`src/rtl/wb_pkg.sv`:
```
// rtl/wb_pkg.sv - shared constants and types for the writeback stage
package wb_pkg;

  localparam int DW_DEF = 16;
  localparam int AW_DEF = 4;

  localparam logic [1:0] SEL_ALU = 2'b00;
  localparam logic [1:0] SEL_MEM = 2'b01;
  localparam logic [1:0] SEL_PC2 = 2'b10;

  typedef enum logic [1:0] {
    RUN       = 2'd0,
    HALT_SEEN = 2'd1,
    HALTED    = 2'd2
  } haltState_t;

endpackage

```
`src/rtl/mem_wb_reg.sv`:
```
// rtl/mem_wb_reg.sv - MEM/WB field register with freeze/bubble/stall/load control
module mem_wb_reg
  import wb_pkg::*;
#(
  parameter int DW = DW_DEF,
  parameter int AW = AW_DEF
) (
  input  logic          clk,
  input  logic          rst,
  input  logic          freeze,
  input  logic          stall,
  input  logic          flush,
  input  logic          memValid,
  input  logic          memRegwrite,
  input  logic [AW-1:0] memDst,
  input  logic [1:0]    memSel,
  input  logic [DW-1:0] memAlu,
  input  logic [DW-1:0] memRdata,
  input  logic [DW-1:0] memPc2,
  input  logic          memHalt,
  output logic          wbValid,
  output logic          wbRegwrite,
  output logic [AW-1:0] wbDst,
  output logic [1:0]    wbSel,
  output logic [DW-1:0] wbAlu,
  output logic [DW-1:0] wbRdata,
  output logic [DW-1:0] wbPc2,
  output logic          wbHalt
);

  // Freeze outranks flush so a retired HLT keeps the tail still; flush outranks stall.
  always_ff @(posedge clk or negedge rst) begin
    if (!rst) begin
      wbValid    <= 1'b0;
      wbRegwrite <= 1'b0;
      wbDst      <= '0;
      wbSel      <= SEL_ALU;
      wbAlu      <= '0;
      wbRdata    <= '0;
      wbPc2      <= '0;
      wbHalt     <= 1'b0;
    end else if (!freeze) begin
      if (flush) begin
        wbValid    <= 1'b0;
        wbRegwrite <= 1'b0;
        wbDst      <= '0;
        wbSel      <= SEL_ALU;
        wbAlu      <= '0;
        wbRdata    <= '0;
        wbPc2      <= '0;
        wbHalt     <= 1'b0;
      end else if (!stall) begin
        wbValid    <= memValid;
        wbRegwrite <= memRegwrite;
        wbDst      <= memDst;
        wbSel      <= memSel;
        wbAlu      <= memAlu;
        wbRdata    <= memRdata;
        wbPc2      <= memPc2;
        wbHalt     <= memHalt;
      end
    end
  end

endmodule

```
`src/rtl/wb_stage.sv`:
```
// rtl/wb_stage.sv - writeback stage: result select, RF write port, HLT tracking
// Optional write-before-read bypass to decode when WB_BYPASS_EN is defined.
module wb_stage
  import wb_pkg::*;
#(
  parameter int DW = DW_DEF,
  parameter int AW = AW_DEF
) (
  input  logic          clk,
  input  logic          rst,
  input  logic          stall,
  input  logic          flush,
  input  logic          mem_valid,
  input  logic          mem_regwrite,
  input  logic [AW-1:0] mem_dst,
  input  logic [1:0]    mem_sel,
  input  logic [DW-1:0] mem_alu,
  input  logic [DW-1:0] mem_rdata,
  input  logic [DW-1:0] mem_pc2,
  input  logic          mem_halt,
  output logic [AW-1:0] DstReg,
  output logic [DW-1:0] DstData,
  output logic          WriteReg,
  output logic          wb_valid,
  output logic          halted
`ifdef WB_BYPASS_EN
  ,
  input  logic [AW-1:0] rf_src1,
  input  logic [AW-1:0] rf_src2,
  input  logic [DW-1:0] rf_data1,
  input  logic [DW-1:0] rf_data2,
  output logic [DW-1:0] fwd_data1,
  output logic [DW-1:0] fwd_data2
`endif
);

  logic          wbValid;
  logic          wbRegwrite;
  logic [AW-1:0] wbDst;
  logic [1:0]    wbSel;
  logic [DW-1:0] wbAlu;
  logic [DW-1:0] wbRdata;
  logic [DW-1:0] wbPc2;
  logic          wbHalt;
  logic          running;

  haltState_t state, stateNext;

  assign running = (state == RUN);

  mem_wb_reg #(.DW(DW), .AW(AW)) uMemWbReg (
    .clk         (clk),
    .rst         (rst),
    .freeze      (!running),
    .stall       (stall),
    .flush       (flush),
    .memValid    (mem_valid),
    .memRegwrite (mem_regwrite),
    .memDst      (mem_dst),
    .memSel      (mem_sel),
    .memAlu      (mem_alu),
    .memRdata    (mem_rdata),
    .memPc2      (mem_pc2),
    .memHalt     (mem_halt),
    .wbValid     (wbValid),
    .wbRegwrite  (wbRegwrite),
    .wbDst       (wbDst),
    .wbSel       (wbSel),
    .wbAlu       (wbAlu),
    .wbRdata     (wbRdata),
    .wbPc2       (wbPc2),
    .wbHalt      (wbHalt)
  );

  always_ff @(posedge clk or negedge rst) begin
    if (!rst) state <= RUN;
    else      state <= stateNext;
  end

  always_comb begin
    stateNext = state;
    case (state)
      RUN:       if (wbValid && wbHalt) stateNext = HALT_SEEN;
      HALT_SEEN: stateNext = HALTED;
      HALTED:    stateNext = HALTED;
      default:   stateNext = RUN;
    endcase
  end

  // The reserved select code falls through to the ALU result.
  always_comb begin
    DstData = wbAlu;
    case (wbSel)
      SEL_MEM: DstData = wbRdata;
      SEL_PC2: DstData = wbPc2;
      default: DstData = wbAlu;
    endcase
  end

  assign DstReg   = wbDst;
  assign WriteReg = wbValid && wbRegwrite && (wbDst != '0) && !wbHalt && running;
  assign wb_valid = wbValid && running;
  assign halted   = (state == HALTED);

`ifdef WB_BYPASS_EN
  assign fwd_data1 = (WriteReg && (DstReg == rf_src1)) ? DstData : rf_data1;
  assign fwd_data2 = (WriteReg && (DstReg == rf_src2)) ? DstData : rf_data2;
`endif

endmodule
```
`config.mk`:
```
export PLATFORM = sky130hd
export DESIGN_NAME = wb_stage
export DESIGN_NICKNAME = d
export VERILOG_FILES = /design/src/rtl/wb_pkg.sv /design/src/rtl/mem_wb_reg.sv /design/src/rtl/wb_stage.sv
export SDC_FILE = /design/constraint.sdc
export NUM_CORES = 1
export LEC_CHECK = 0
export BUFFER_PORTS_ARGS = -buffer_cell sky130_fd_sc_hd__buf_4
export CAP_MARGIN = 20
export CORE_ASPECT_RATIO = 1.75
export CORE_MARGIN = 8
export CORE_UTILIZATION = 53
export DETAILED_ROUTE_END_ITERATION = 10
export PLACE_DENSITY = 0.79
export REMOVE_ABC_BUFFERS = 1
export SKIP_LAST_GASP = 1
export SLEW_MARGIN = 20
export SYNTH_ARGS = -nofsm -noshare
export SYNTH_HDL_FRONTEND = slang
export SYNTH_HIERARCHICAL = 1
export SYNTH_SLANG_ARGS = --single-unit
export TNS_END_PERCENT = 100
```
`constraint.sdc`:
```
create_clock -name clk -period 4.85 [get_ports clk]
set_clock_uncertainty 0.15 [all_clocks]
set_input_delay 0.2425 -clock clk [delete_from_list [all_inputs] [get_ports clk]]
set_output_delay 0.2425 -clock clk [all_outputs]
set_load 0.1 [all_outputs]
```
==> metrics.yaml <==
cts:
  cts_setup_buffers: 0
  cts.sink_count: 59
  clockRootBuffer: "sky130_fd_sc_hd__clkbuf_16"
  cts_htree_levels: 3
  worstSkewPairLatency_ps: 320
  tritoncts_buffer_count: 9
  clock_path_buffers: 2
  ctsResizeCount: 0
  cts_tree: "done"
  clkSlewWorstSetupHoldPaths_ps: 50
logic_synthesis:
  post_synth_main_area_contributors: "sky130_fd_sc_hd__dfrtp_1, sky130_fd_sc_hd__a211o_1, sky130_fd_sc_hd__and2_1, sky130_fd_sc_hd__nor4b_1, sky130_fd_sc_hd__nor4b_2"
  syn-mean-instance-area_um2: 10.9
  combined_area_of_all_synthesized_cells_um2: 3610
  yosys_register_bits: 59
  netlist.area_leader.share: 0.409
  yosysWarnings: 6
  synthesis.instances: 331
  synth.lib_cells_used.distinct: 25
  synth_area_leader_cell: "sky130_fd_sc_hd__dfrtp_1"
  ys_seq_area_frac: 0.409
critical_path:
  max_fanout_on_critical_path: 16
  cp.required_ps: 4460
  timing.critical_path.to_type: "output pin"
  arrival_worst_endpoint_ps: 2330
  setup.worst_path.class: "reg2out"
  setup.worst_path.start_class: "register"
finish:
  layout.cells.most_common: "sky130_fd_sc_hd__buf_4"
  final_net_count: 459
  final_core_util: 0.650
  drive_above_1_share: 0.312
  antenna_diode_instance_count: 0
  finalNonFillerCells: 482
  most_used_cells_in_the_layout_excluding_fill_and_tap_cells: "sky130_fd_sc_hd__buf_4, sky130_fd_sc_hd__dfrtp_1, sky130_fd_sc_hd__and2_1"
  area_delta_synth_final_pct: 21.5
grt:
  first_global_vias: 2966
  grt_use_total: 0.175
  grt_first_pass_wirelength_mm: 14.2
  grt_max_degree: 79
  antenna_found_initial: 0
  gr-total-overflow: 0
timing:
  grt_setup_unrepaired: "no"
  timing.final.crit_share: 0.561
  worstMarginPinSlew_ps: 1020
  fin_hold_ws_ps: 125
  period_minus_slack_ps: 2720
  fmaxAchievable_mhz: 368
  max_slew_margin: 0.317
  final.setup.tns_ps: 0
  final-hold-violation-count: 0
  final-setup-viol-count: 0
  slew_viol_final: 0
drt:
  drt_drc_violations_left: 0
  drt_iter0_markers: 215
  wl_mm: 8.53
  via_per_instance_ratio: 5.87
  dr.pass1.iters: 4
  detail-route-antenna-nets: 0
  routed-via-count: 2829
  route.detailed.wl_per_inst_um: 17.7
flow_run:
  cap_violations: 0
floorplan:
  ios: 84
  rows: 40
  fp.dieArea_um2: 9820
  coreArea_um2: 6760
  die_w_um: 78.4
  initial_core_util: 0.535
  fp.dieH_um: 125
worst_hold_path:
  worst_hold_path_type: "in2reg"
place:
  dpl.cell_count: 465
  routabilityCongestion: 0.732
  port-buffer-count: 83
  hpwlAfterDp_mm: 5.38
power:
  powerDensity_nw_per_um2: 740
  finalPower_mw: 3.25
  vdd.ir_drop.worst_v: 0.000563
  power.leakage_nw: 2.15
run_status:
  status: "finished, final reports clean"
-- area by class of cell --
cell class                 count  area, um^2
sequential                    59        1480
multi-input combinational    232        1870
timing repair buffer          86         648
fill                         590        2370
inverter                       5        20.0
clock buffer                  14         264
clock inverter                 2        10.0
tap                           84         105
-- critical path, cell delays in order, from the launching register on --
cell	delay, ps
sky130_fd_sc_hd__dfrtp_1	400
sky130_fd_sc_hd__inv_1	60
sky130_fd_sc_hd__ha_1	720
sky130_fd_sc_hd__a22oi_1	210
sky130_fd_sc_hd__o21ai_0	260
sky130_fd_sc_hd__buf_4	340
-- repair_timing --
action,in CTS,in global routing
endpoints found under the hold margin,59,0
setup endpoints to repair,0,0
hold buffers,1,0
-- layer usage --
| layer | up-vias | part of all wire | track usage | routed length (um) |
|---|---|---|---|---|
| met5 | - | 0 | 0 | 0 |
| met4 | 0 | 0.021 | 0.0779 | 180 |
| met3 | 12 | 0.043 | 0.0409 | 369 |
| met2 | 65 | 0.51 | 0.290 | 4360 |
| met1 | 1389 | 0.42 | 0.208 | 3610 |
| li1 | 1363 | - | - | - |
-- stage by stage --
step	worst slack, ps	cell area [um^2]
after detailed placement	2240	4100
after global routing	1880	4390
after CTS	2110	4390
after global placement	2350	4100
after floorplan	1210	3350
final	2130	4390
-- where the power goes --
group | internal, mW | total (mW) | switching, mW | leakage [nW]
logic | 0.551 | 1.82 | 1.27 | 1.26
clock network | 0.371 | 0.578 | 0.207 | 0.137
registers | 0.694 | 0.852 | 0.158 | 0.759
total | 1.62 | 3.25 | 1.63 | 2.15
-- sequential cells by signal, indices dropped and copies added, names as in the netlist --
| name | count |
|---|---|
| uMemWbReg/wbSel | 2 |
| state | 2 |
| uMemWbReg/wbAlu | 16 |
| uMemWbReg/wbDst | 4 |
| uMemWbReg/wbValid | 1 |
| uMemWbReg/wbHalt | 1 |
| uMemWbReg/wbPc2 | 16 |
| uMemWbReg/wbRdata | 16 |
| uMemWbReg/wbRegwrite | 1 |
-- cell families after synthesis --
kind of cell             after synthesis  synth area share
buffers and inverters                 40            0.0769
flip-flops                            59             0.409
multiplexers                           2           0.00623
AO/OA/AOI/OAI                         90             0.216
AND/OR/NAND/NOR                      135             0.275
adder cells (fa/ha/maj)                5            0.0173
-- synthesized netlist by cell type --
master                      n
sky130_fd_sc_hd__nor2_2     1
sky130_fd_sc_hd__clkbuf_1  10
sky130_fd_sc_hd__nor2b_1   10
sky130_fd_sc_hd__inv_1      5
sky130_fd_sc_hd__buf_2      8
sky130_fd_sc_hd__mux2_2     2
sky130_fd_sc_hd__dfrtp_1   59
sky130_fd_sc_hd__and4bb_1   1
sky130_fd_sc_hd__and2_1    58
sky130_fd_sc_hd__nor4b_1   38
sky130_fd_sc_hd__buf_12     1
sky130_fd_sc_hd__nor4_1     1
sky130_fd_sc_hd__buf_6      9
sky130_fd_sc_hd__buf_8      1
sky130_fd_sc_hd__buf_4      6
sky130_fd_sc_hd__a21boi_4   1
sky130_fd_sc_hd__a22oi_2   10
sky130_fd_sc_hd__a22oi_1    6
sky130_fd_sc_hd__o21ai_0    6
sky130_fd_sc_hd__o21ai_1   10
sky130_fd_sc_hd__nand2_1   16
sky130_fd_sc_hd__ha_1       5
sky130_fd_sc_hd__a211o_1   48
sky130_fd_sc_hd__nor4b_2   10
sky130_fd_sc_hd__a221o_1    9
-- worst paths after layout --
check / start / to / slack [ps] / cells after the start
min in group asynchronous: rst / uMemWbReg/wbDst[2]$_DFFE_PN0P_ / 370 / 2
worst min-delay path: mem_alu[15] / uMemWbReg/wbAlu[15]$_DFFE_PN0P_ / 120 / 3
worst min register to register: uMemWbReg/wbAlu[1]$_DFFE_PN0P_ / uMemWbReg/wbAlu[1]$_DFFE_PN0P_ / 350 / 1
max in group asynchronous: rst / uMemWbReg/wbPc2[4]$_DFFE_PN0P_ / 3660 / 2
worst max register to register: state[0]$_DFFE_PN0P_ / uMemWbReg/wbDst[1]$_DFFE_PN0P_ / 2240 / 6
worst max-delay path: uMemWbReg/wbSel[0]$_DFFE_PN0P_ / DstData[5] / 2130 / 5
Note: power is estimated with default switching activity, not from simulation.
